`src/rtl/spi_pkg.sv`:
```
// Shared types and mode constants for the SPI slave core.
package spi_pkg;

  typedef enum logic [1:0] {
    IDLE,
    LOAD,
    SHIFT
  } spi_state_e;

  // {CPOL, CPHA} pairs for the four standard SPI modes.
  localparam logic [1:0] SPI_MODE0 = 2'b00;
  localparam logic [1:0] SPI_MODE1 = 2'b01;
  localparam logic [1:0] SPI_MODE2 = 2'b10;
  localparam logic [1:0] SPI_MODE3 = 2'b11;

endpackage

```
`src/rtl/spi_sync.sv`:
```
// Multi-stage synchroniser bringing one asynchronous SPI pin into the clk domain.
module spi_sync #(
  parameter int unsigned STAGES    = 2,
  parameter logic        RESET_VAL = 1'b0
) (
  input  logic clk,
  input  logic rst_n,
  input  logic d_i,
  output logic q_o
);

  logic [STAGES-1:0] sync_q;

  // Shift chain; the oldest stage is the synchronised output.
  always_ff @(posedge clk or negedge rst_n) begin
    if (!rst_n) begin
      sync_q <= {STAGES{RESET_VAL}};
    end else begin
      sync_q <= {sync_q[STAGES-2:0], d_i};
    end
  end

  assign q_o = sync_q[STAGES-1];

endmodule

```
`src/rtl/spi_slave_core.sv`:
```
// Parametrised SPI slave: oversampled pins, configurable CPOL/CPHA/width/bit order,
// one-entry tx buffer with valid/ready, underrun and mid-word abort reporting.
module spi_slave_core
  import spi_pkg::*;
#(
  parameter int unsigned DATA_W      = 8,
  parameter logic        CPOL        = 1'b0,
  parameter logic        CPHA        = 1'b0,
  parameter logic        MSB_FIRST   = 1'b1,
  parameter int unsigned SYNC_STAGES = 2
) (
  input  logic              clk,
  input  logic              rst_n,
  input  logic              sclk,
  input  logic              cs_n,
  input  logic              mosi,
  output logic              miso,
  output logic              miso_oe,
  output logic [DATA_W-1:0] rx_data,
  output logic              rx_valid,
  input  logic [DATA_W-1:0] tx_data,
  input  logic              tx_valid,
  output logic              tx_ready,
  output logic              busy,
  output logic              underrun,
  output logic              frame_abort,
  output logic [7:0]        word_cnt
);

  localparam int unsigned      CNT_W    = $clog2(DATA_W);
  localparam logic [CNT_W-1:0] LAST_BIT = CNT_W'(DATA_W - 1);

  logic sclk_s, cs_n_s, mosi_s;

  spi_sync #(.STAGES(SYNC_STAGES), .RESET_VAL(CPOL)) u_sync_sclk (
    .clk(clk), .rst_n(rst_n), .d_i(sclk), .q_o(sclk_s)
  );
  spi_sync #(.STAGES(SYNC_STAGES), .RESET_VAL(1'b1)) u_sync_cs (
    .clk(clk), .rst_n(rst_n), .d_i(cs_n), .q_o(cs_n_s)
  );
  spi_sync #(.STAGES(SYNC_STAGES), .RESET_VAL(1'b0)) u_sync_mosi (
    .clk(clk), .rst_n(rst_n), .d_i(mosi), .q_o(mosi_s)
  );

  logic sclk_prev_q, cs_n_prev_q;

  // One-cycle delayed copies for edge detection.
  always_ff @(posedge clk or negedge rst_n) begin
    if (!rst_n) begin
      sclk_prev_q <= CPOL;
      cs_n_prev_q <= 1'b1;
    end else begin
      sclk_prev_q <= sclk_s;
      cs_n_prev_q <= cs_n_s;
    end
  end

  logic sclk_rise, sclk_fall, lead_edge, trail_edge;
  logic sample_edge, shift_edge, cs_fall, cs_rise;

  assign sclk_rise   = sclk_s & ~sclk_prev_q;
  assign sclk_fall   = ~sclk_s & sclk_prev_q;
  assign lead_edge   = CPOL ? sclk_fall : sclk_rise;
  assign trail_edge  = CPOL ? sclk_rise : sclk_fall;
  assign sample_edge = CPHA ? trail_edge : lead_edge;
  assign shift_edge  = CPHA ? lead_edge : trail_edge;
  assign cs_fall     = ~cs_n_s & cs_n_prev_q;
  assign cs_rise     = cs_n_s & ~cs_n_prev_q;

  spi_state_e          state_q, state_d;
  logic [CNT_W-1:0]    bit_cnt_q, bit_cnt_d;
  logic [DATA_W-1:0]   rx_sr_q, rx_sr_d;
  logic [DATA_W-1:0]   tx_sr_q, tx_sr_d;
  logic [DATA_W-1:0]   rx_data_q, rx_data_d;
  logic                rx_valid_q, rx_valid_d;
  logic                underrun_q, underrun_d;
  logic                frame_abort_q, frame_abort_d;
  logic [7:0]          word_cnt_q, word_cnt_d;
  logic [DATA_W-1:0]   buf_q, buf_d;
  logic                buf_full_q, buf_full_d;

  logic                word_done, load_en, abort, tx_write;
  logic [DATA_W-1:0]   rx_word_next;

  assign rx_word_next = MSB_FIRST ? {rx_sr_q[DATA_W-2:0], mosi_s}
                                  : {mosi_s, rx_sr_q[DATA_W-1:1]};
  assign tx_write     = tx_valid & ~buf_full_q;

  // State register.
  always_ff @(posedge clk or negedge rst_n) begin
    if (!rst_n) begin
      state_q <= IDLE;
    end else begin
      state_q <= state_d;
    end
  end

  // Next-state logic and per-cycle control strobes.
  always_comb begin
    state_d   = state_q;
    word_done = 1'b0;
    load_en   = 1'b0;
    abort     = 1'b0;
    unique case (state_q)
      IDLE: begin
        if (cs_fall) state_d = LOAD;
      end
      LOAD: begin
        if (cs_rise) begin
          state_d = IDLE;
          abort   = (bit_cnt_q != '0);
        end else begin
          load_en = 1'b1;
          state_d = SHIFT;
        end
      end
      SHIFT: begin
        if (sample_edge && (bit_cnt_q == LAST_BIT)) begin
          word_done = 1'b1;
          state_d   = LOAD;
        end
        // A cs_n rise coinciding with the final sample still completes the word.
        if (cs_rise) begin
          state_d = IDLE;
          abort   = ~word_done & (bit_cnt_q != '0);
        end
      end
      default: state_d = IDLE;
    endcase
  end

  // Datapath next-state: shift registers, tx buffer, counters and pulses.
  always_comb begin
    bit_cnt_d     = bit_cnt_q;
    rx_sr_d       = rx_sr_q;
    tx_sr_d       = tx_sr_q;
    rx_data_d     = rx_data_q;
    rx_valid_d    = 1'b0;
    underrun_d    = 1'b0;
    frame_abort_d = abort;
    word_cnt_d    = word_cnt_q;
    buf_d         = buf_q;
    buf_full_d    = buf_full_q;

    if (tx_write) begin
      buf_d      = tx_data;
      buf_full_d = 1'b1;
    end

    if ((state_q == IDLE) && cs_fall) begin
      word_cnt_d = '0;
      bit_cnt_d  = '0;
    end

    if (load_en) begin
      bit_cnt_d = '0;
      if (buf_full_q) begin
        tx_sr_d    = buf_q;
        buf_full_d = 1'b0;
      end else if (tx_write) begin
        tx_sr_d    = tx_data;
        buf_full_d = 1'b0;
      end else begin
        tx_sr_d    = '0;
        underrun_d = 1'b1;
      end
    end

    if (state_q == SHIFT) begin
      if (sample_edge) begin
        rx_sr_d   = rx_word_next;
        bit_cnt_d = bit_cnt_q + 1'b1;
        if (word_done) begin
          rx_data_d  = rx_word_next;
          rx_valid_d = 1'b1;
          word_cnt_d = word_cnt_q + 8'd1;
          bit_cnt_d  = '0;
        end
      end
      // bit_cnt==0 marks both the CPHA=1 first leading edge and the CPHA=0 trailing
      // edge left over from the previous word; neither may advance the fresh word.
      if (shift_edge && (bit_cnt_q != '0)) begin
        tx_sr_d = MSB_FIRST ? {tx_sr_q[DATA_W-2:0], 1'b0}
                            : {1'b0, tx_sr_q[DATA_W-1:1]};
      end
    end

    if ((state_d == IDLE) && (state_q != IDLE)) begin
      bit_cnt_d = '0;
    end
  end

  // Datapath registers.
  always_ff @(posedge clk or negedge rst_n) begin
    if (!rst_n) begin
      bit_cnt_q     <= '0;
      rx_sr_q       <= '0;
      tx_sr_q       <= '0;
      rx_data_q     <= '0;
      rx_valid_q    <= 1'b0;
      underrun_q    <= 1'b0;
      frame_abort_q <= 1'b0;
      word_cnt_q    <= '0;
      buf_q         <= '0;
      buf_full_q    <= 1'b0;
    end else begin
      bit_cnt_q     <= bit_cnt_d;
      rx_sr_q       <= rx_sr_d;
      tx_sr_q       <= tx_sr_d;
      rx_data_q     <= rx_data_d;
      rx_valid_q    <= rx_valid_d;
      underrun_q    <= underrun_d;
      frame_abort_q <= frame_abort_d;
      word_cnt_q    <= word_cnt_d;
      buf_q         <= buf_d;
      buf_full_q    <= buf_full_d;
    end
  end

  assign miso_oe     = ~cs_n_s;
  assign miso        = miso_oe & (MSB_FIRST ? tx_sr_q[DATA_W-1] : tx_sr_q[0]);
  assign rx_data     = rx_data_q;
  assign rx_valid    = rx_valid_q;
  assign tx_ready    = ~buf_full_q;
  assign busy        = (state_q != IDLE);
  assign underrun    = underrun_q;
  assign frame_abort = frame_abort_q;
  assign word_cnt    = word_cnt_q;

endmodule

```
`config.mk`:
```
export PLATFORM = sky130hd
export DESIGN_NAME = spi_slave_core
export DESIGN_NICKNAME = d
export VERILOG_FILES = /design/src/rtl/spi_pkg.sv /design/src/rtl/spi_sync.sv /design/src/rtl/spi_slave_core.sv
export SDC_FILE = /design/constraint.sdc
export NUM_CORES = 1
export LEC_CHECK = 0
export ABC_AREA = 1
export CAP_MARGIN = 20
export CORE_MARGIN = 4
export CORE_UTILIZATION = 50
export DETAILED_ROUTE_END_ITERATION = 16
export HOLD_SLACK_MARGIN = 0.15
export PLACE_DENSITY = 0.85
export SLEW_MARGIN = 25
export SYNTH_ARGS = -nofsm -noshare
export SYNTH_HDL_FRONTEND = slang
export SYNTH_SLANG_ARGS = --single-unit
```
`constraint.sdc`:
```
create_clock -name clk -period 3.4 [get_ports clk]
set_input_delay 0.51 -clock clk [delete_from_list [all_inputs] [get_ports clk]]
set_output_delay 0.51 -clock clk [all_outputs]
set_load 0.005 [all_outputs]
```
==> results by group, run 1 <==
Status
  • Status: completed

Timing
  • Worst slew margin: 49.9%
  • Worst Skew: 0.00849 ns
  • Final hold viol count: 0
  • Unrepaired setup endpoints after global routing: no
  • Max-slew violations: 0
  • Tightest Pin Transition: 0.752 ns
  • Period minus WS final: 2.17 ns
  • Final setup viols: 0
  • Setup TNS: 0 ns
  • Peak Freq: 460 MHz
  • Hold Slack: 0.265 ns
  • Final period utilization: 63.9%

GRT
  • Global-route wire length before repair: 7.75 mm
  • Vias in the first global route: 1,822
  • Initial antenna violation count: 0
  • All-Layer GR Usage: 15.6%
  • Pin count of the biggest net entering global routing: 36
  • GRT overflow: 0

Detailed routing
  • Drt first-iter violations: 81
  • Post-Route WL: 4.45 mm
  • First drt pass iteration count: 4
  • Routed vias: 1,853
  • Vias per cell: 4.84
  • DRT antenna net count: 0
  • DRC violations left: 0
  • Wire per inst: 11.6 um

Setup path
  • Worst reg2reg endpoint: word_cnt[4]
  • Arrival time worst endpoint: 1.66 ns
  • CP max stage cell: clkdlybuf4s50_1
  • Data required, critical path: 2.89 ns
  • Worst-path fanout max: 4
  • Setup slack, reg-to-reg: 1.59 ns
  • Crit-path cells: inv_1 -> ha_1 -> inv_1 -> clkdlybuf4s50_1
  • RR Startpoint: state_q[0]
  • R2R depth: 8
  • Largest stage delay on the critical path: 0.50 ns
  • Critical path class: reg2out
  • Worst setup SP type: register
  • CP Capture Type: output pin
  • Most common cell on crit path: inv_1

Pwr
  • Sequential power share: 52.7%
  • Leakage: 1.47 nW
  • Pwr dens: 568 nW/um^2
  • Sw frac: 33.5%
  • Internal power: 1.15 mW
  • Clock share of power: 20.3%
  • Total Power: 1.72 mW
  • Comb power frac: 27.0%
  • Peak supply drop: 322 uV
  • Net Sw Power: 0.577 mW

Finish
  • Layout Nets: 337
  • # diodes: 0
  • Design Area, Final: 3040 um^2
  • Area of the multi-input gates: 916 um^2
  • Syn-to-layout area delta: 18.8%
  • # fillers: 414
  • Sequential Area: 1410 um^2
  • Non-filler cells, final: 383
  • Share of cells above drive strength 1: 9.18%

Floorplan
  • Height of the chip: 79.5 um
  • Die ar.: 6320 um^2
  • Core footprint: 4850 um^2
  • Initial cell density of the core: 52.7%
  • IO Count: 37
  • Die X: 79.5 um
  • Row count: 25

Synthesis
  • Synth Area in XOR/XNOR: 0.685%
  • Cell Area, Synth: 2560 um^2
  • Ranking of synthesized cells by area: dfrtp_1 52%, nand2_1 8.4%, inv_1 6.8%
  • Synth Area in Simple Gates: 19.9%
  • Post-Syn Nets: 300
  • Compound-Gate Fraction of Synth Area: 11.3%
  • Fraction of the mapped netlist area in adder cells: 3.91%
  • Mux share of post-synthesis cell area: 0%
  • Yosys warnings: 0
  • Mapped Cells: 278
  • Largest family of logic cells by synthesized area: simple AND/OR/NAND/NOR gates
  • Seq/Total Area, Yosys: 54.9%
  • Number of synthesized register bits: 56
  • Mean Syn Cell Area: 9.20 um^2
  • Cell taking the most area after synthesis: dfrtp_1
  • Synth cell types: 31
  • Post-synth top area share: 51.9%

Clock network
  • CTS Buffer Depth: 2
  • Clk Latency, worst-skew pair: 0.31 ns
  • Post-CTS Resized: 0
  • Clock transition at path regs: 0.10 ns
  • TritonCTS clock tree: yes
  • Hold buffers post-CTS: 0
  • Root buf cell: clkbuf_8
  • Htree depth: 2
  • Num CTS Buffers: 5
  • Setup repair bufs after CTS: 0
  • CTS Sinks: 56

Placement
  • Final HPWL DP: 3.18 mm
  • Gpl congestion: 0.783
  • Port Buffers: 36
  • DP Area: 2950 um^2
  • Placed Instances: 375

Flow run
  • Max Cap Violations: 0

Hold path
  • HP Class: in2async
-- power by group through the flow --
stage / sequential (mW) / clock, mW / combinational (mW)
floorplan: 0.880 / 0 / 0.357
global placement: 0.913 / 0 / 0.448
detailed placement: 0.917 / 0 / 0.467
CTS: 0.907 / 0.362 / 0.470
global route: 0.928 / 0.393 / 0.539
finish: 0.909 / 0.350 / 0.466
-- flip-flops by register name, indices dropped and copies added (netlist names) --
| name | flops |
|---|---|
| rx_valid | 1 |
| cs_n_prev_q | 1 |
| bit_cnt_q | 3 |
| buf_full_q | 1 |
| u_sync_mosi.sync_q | 2 |
| state_q | 2 |
| underrun | 1 |
| sclk_prev_q | 1 |
| word_cnt | 8 |
| frame_abort | 1 |
| rx_data | 8 |
| tx_sr_q | 8 |
| buf_q | 8 |
| u_sync_cs.sync_q | 2 |
| u_sync_sclk.sync_q | 2 |
| rx_sr_q | 7 |
-- synth_stat cells (all sizes together) --
cell type	instances
a21oi	14
a22oi	1
buf	5
clkbuf	2
dfrtp	53
dfstp	3
ha	8
inv	48
nand2	60
nand3	20
nand3b	1
nand4	2
nor2	21
nor3	4
nor4b	1
o211ai	7
o21a	1
o21ai	25
xor2	2
-- critical path: cells and delay by family, from the launching register on --
kind,cells,cell delay [ns]
adders and majority gates,1,0.25
buffers and inverters,3,0.68
DFF,1,0.43
-- cell usage in the layout, fill, tap and decap left out, types with 2 or more instances in the layout --
cell type	instances
a21oi_1	14
clkbuf_8	5
clkdlybuf4s50_1	35
dfrtp_1	53
dfstp_2	3
ha_1	8
inv_1	46
nand2_1	57
nand2_2	2
nand3_1	18
nand4_1	2
nor2_1	18
nor3_1	4
o211ai_1	7
o21ai_0	16
o21ai_1	2
o21ai_2	7
xor2_1	2
-- area by class of cell --
type	count	share of cell area [%]
Clock inverter	2	0.412
Sequential cell	56	46.3
Timing Repair Buffer	37	11.9
Inverter	48	6.10
Clock buffer	6	2.39
Multi-Input combinational cell	167	30.1
Tap cell	67	2.76
-- how the worst max path moves through the flow --
stage                     startpoint     endpoint  slack [ns]  cells past startpoint
after floorplan           state_q[0]  word_cnt[0]        1.91                      8
final                     state_q[0]         busy        1.23                      4
after detailed placement    tx_valid   tx_sr_q[1]        1.46                      7
after global routing      state_q[0]         busy        1.13                      4
after CTS                 state_q[0]         busy        1.23                      4
after global placement      tx_valid   tx_sr_q[5]        1.53                      7
-- logic make-up after synthesis --
family / after synthesis
compound gates: 48
xor+xnor: 2
fa+ha+maj: 8
buf+inv: 55
flops: 56
simple gates: 109
-- stage by stage --
step           util [%]  setup WS, ns
3_5_place_dp       60.9          1.46
3_3_place_gp       60.9          1.53
6_report           62.7          1.23
5_1_grt            62.7          1.13
2_1_floorplan         -          1.91
4_1_cts            62.7          1.23
-- layer usage --
layer	global-route usage [%]	vias up	share of wire (%)
met4	5.33	0	1.2
met3	3.61	5	3.7
met1	19.6	867	46
met2	26.3	22	49
li1	-	959	-
met5	0	-	0
Power figures use the tool's default switching activity.
==> run 2: changes to the inputs <==
==> constraint.sdc (replaced) <==
create_clock -name clk -period 2 [get_ports clk]
set_input_delay 0.3 -clock clk [delete_from_list [all_inputs] [get_ports clk]]
set_output_delay 0.3 -clock clk [all_outputs]
set_load 0.005 [all_outputs]
==> run 2 against run 1 <==
Effect of this change: wire length is 12% higher; utilization up 1.1 points; critical path depth is the same; non-clock buffer count increased by 5; final area grew 1.8%; register-to-register slack worse by 1.4 ns; sequential cell count did not move; worst setup slack got worse by 1.1 ns; total power rose by 75%; die area is the same; combinational power rose by 87%; sequential power rose by 69%.
==> results by group, run 2 (synthesis results as in run 1) <==
Clock network
  • Root buf cell: clkbuf_8
  • Htree depth: 2 (unchanged)
  • TritonCTS clock tree: yes
  • Clk Latency, worst-skew pair: 0.31 ns (about the same)
  • CTS Buffer Depth: 2 (unchanged)
  • CTS Sinks: 56 (unchanged)
  • Num CTS Buffers: 5 (unchanged)
  • Clock transition at path regs: 0.09 ns (about the same)

Pwr
  • Peak supply drop: 638 uV (+98%)
  • Sw frac: 34.0% (+0.50 points)
  • Pwr dens: 977 nW/um^2 (+72%)
  • Clock share of power: 20.1% (-0.2 points)
  • Net Sw Power: 1.03 mW (+78%)
  • Comb power frac: 28.9% (+1.9 points)
  • Leakage: 1.50 nW (+1.9%)
  • Sequential power share: 51.1% (-1.6 points)
  • Internal power: 2.00 mW (+74%)

Placement
  • Dpl ws: 0.218 ns (-1.24 ns)
  • Gpl congestion: 0.799 (+2.0%)
  • Port Buffers: 36 (unchanged)
  • Final HPWL DP: 3.47 mm (+9.1%)

Setup path
  • Arrival time worst endpoint: 1.60 ns (-0.06 ns)
  • CP delay by family, top: buffers and inverters
  • Worst reg2reg endpoint: word_cnt[4]
  • Worst-path fanout max: 5 (+1)
  • Setup slack, reg-to-reg: 0.22 ns (-1.37 ns)
  • Data required, critical path: 1.70 ns (-1.19 ns)
  • CP max stage cell: clkdlybuf4s50_1
  • WP buf/inv: 3 (unchanged)
  • Crit-path cells: inv_1 -> ha_2 -> inv_1 -> clkdlybuf4s50_1
  • Largest stage delay on the critical path: 0.49 ns (about the same)
  • RR Startpoint: state_q[1]
  • Worst setup SP type: register
  • Critical path class: reg2out
  • CP Capture Type: output pin
  • R2R depth: 8 (unchanged)
  • Most common cell on crit path: inv_1

Detailed routing
  • Wire per inst: 12.8 um (+10%)
  • Vias per cell: 4.98 (+2.9%)
  • Drt first-iter violations: 155 (+91%)
  • DRT antenna net count: 0 (unchanged)
  • DRC violations left: 0 (unchanged)
  • Post-Route WL: 4.97 mm (+12%)
  • First drt pass iteration count: 4 (unchanged)
  • Routed vias: 1,931 (+4.2%)

Finish
  • Layout Nets: 342 (+1.5%)
  • # diodes: 0 (unchanged)
  • # fillers: 411 (-0.72%)
  • Most frequent cells in the layout: 57 x nand2_1, 53 x dfrtp_1, 46 x inv_1
  • Share of cells above drive strength 1: 10.6% (+1.4 points)
  • Syn-to-layout area delta: 20.9%
  • Most common cell after layout, fill and taps aside: nand2_1

Timing
  • Setup TNS: 0 ns (unchanged)
  • Final period utilization: 94.9%
  • Worst slew margin: 63.9% (+14 points)
  • Max-slew violations: 0 (unchanged)
  • Worst Skew: 0.0123 ns (+0.00383 ns)
  • Hold Slack: 0.361 ns (+0.0962 ns)
  • Tightest Pin Transition: 0.541 ns (-0.210 ns)
  • Final hold viol count: 0 (unchanged)
  • Period minus WS final: 1.90 ns
  • Final WS setup: 0.101 ns (-1.13 ns)
  • Peak Freq: 527 MHz
  • Unrepaired setup endpoints after global routing: no
  • Final setup viols: 0 (unchanged)

GRT
  • Pin count of the biggest net entering global routing: 35 (-2.8%)
  • GRT overflow: 0 (unchanged)
  • Initial antenna violation count: 0 (unchanged)
  • All-Layer GR Usage: 17.2% (+1.6 points)
  • Vias in the first global route: 1,876 (+3.0%)
  • Global-route wire length before repair: 8.45 mm (+9.1%)

Status
  • Status: completed

Floorplan
  • IO Count: 37 (unchanged)
  • Row count: 25 (unchanged)
  • Height of the chip: 79.5 um (unchanged)
  • Die X: 79.5 um (unchanged)
  • Core footprint: 4850 um^2 (unchanged)
  • Initial cell density of the core: 52.7% (unchanged)
  • Die ar.: 6320 um^2 (unchanged)

Hold path
  • Worst Hold Depth: 0
  • Hold endpoint: u_sync_mosi.sync_q[1]
  • HP Class: reg2reg
  • Hold Crit Start: u_sync_mosi.sync_q[0]

Flow run
  • Max Cap Violations: 0 (unchanged)
==> run 2: cell types whose count changed in the layout (fill, tap and decap cells not counted) <==
cell           change
ha_1               -1
ha_2               +1
dlygate4sd3_1      +1
buf_4              +3
buf_12             +1
==> run 2: cell type report <==
class | count | area [um^2] | area share [%]
sequential | 56 | 1410 | 45.4
multi-input combinational | 167 | 918 | 29.7
timing repair buffer | 42 | 415 | 13.4
inverter | 48 | 185 | 5.99
tap | 67 | 83.8 | 2.71
clock buffer | 6 | 72.6 | 2.35
clock inverter | 2 | 12.5 | 0.405
==> run 2: power by group through the flow <==
stage | Clock (mW) | Sequential [mW] | Combinational [mW]
floorplan | 0 | 1.50 | 0.607
CTS | 0.625 | 1.55 | 0.825
detailed placement | 0 | 1.56 | 0.820
global placement | 0 | 1.55 | 0.768
finish | 0.606 | 1.54 | 0.872
global route | 0.659 | 1.57 | 1.01
==> run 2: per-stage QoR <==
| stage | instance area (um^2) | total power, mW | utilization (%) | instances |
|---|---|---|---|---|
| after global placement | 2970 | 2.32 | 61.2 | 375 |
| after floorplan | 2560 | 2.10 | - | 278 |
| after detailed placement | 2970 | 2.38 | 61.2 | 375 |
| final | 3090 | 3.02 | 63.8 | 388 |
| after global routing | 3090 | 3.25 | 63.8 | 388 |
| after CTS | 3060 | 3.00 | 63.1 | 384 |
==> run 2: worst max-delay path by stage <==
stage,start,to,slack (ns),cells past startpoint
floorplan,state_q[0],word_cnt[0],0.51,8
global placement,state_q[0],word_cnt[4],0.28,8
detailed placement,state_q[0],word_cnt[3],0.22,8
CTS,state_q[0],busy,0.02,4
global route,state_q[0],word_cnt[4],0.008,8
finish,state_q[1],busy,0.10,4
==> run 2: layer usage <==
metal	part of all wire, %	up-vias	global-route usage (%)	wire [um]
met5	0	-	0	0
met4	2.3	0	6.70	112
met3	3.8	9	3.84	189
met2	50	34	29.8	2490
met1	44	922	20.6	2180
li1	-	966	-	-
==> run 2: what timing repair did <==
item	CTS	global route
hold buffers	1	0
gates resized for setup	0	1
setup buffers	0	4
setup endpoints to repair	0	2
endpoints found under the hold margin	22	0
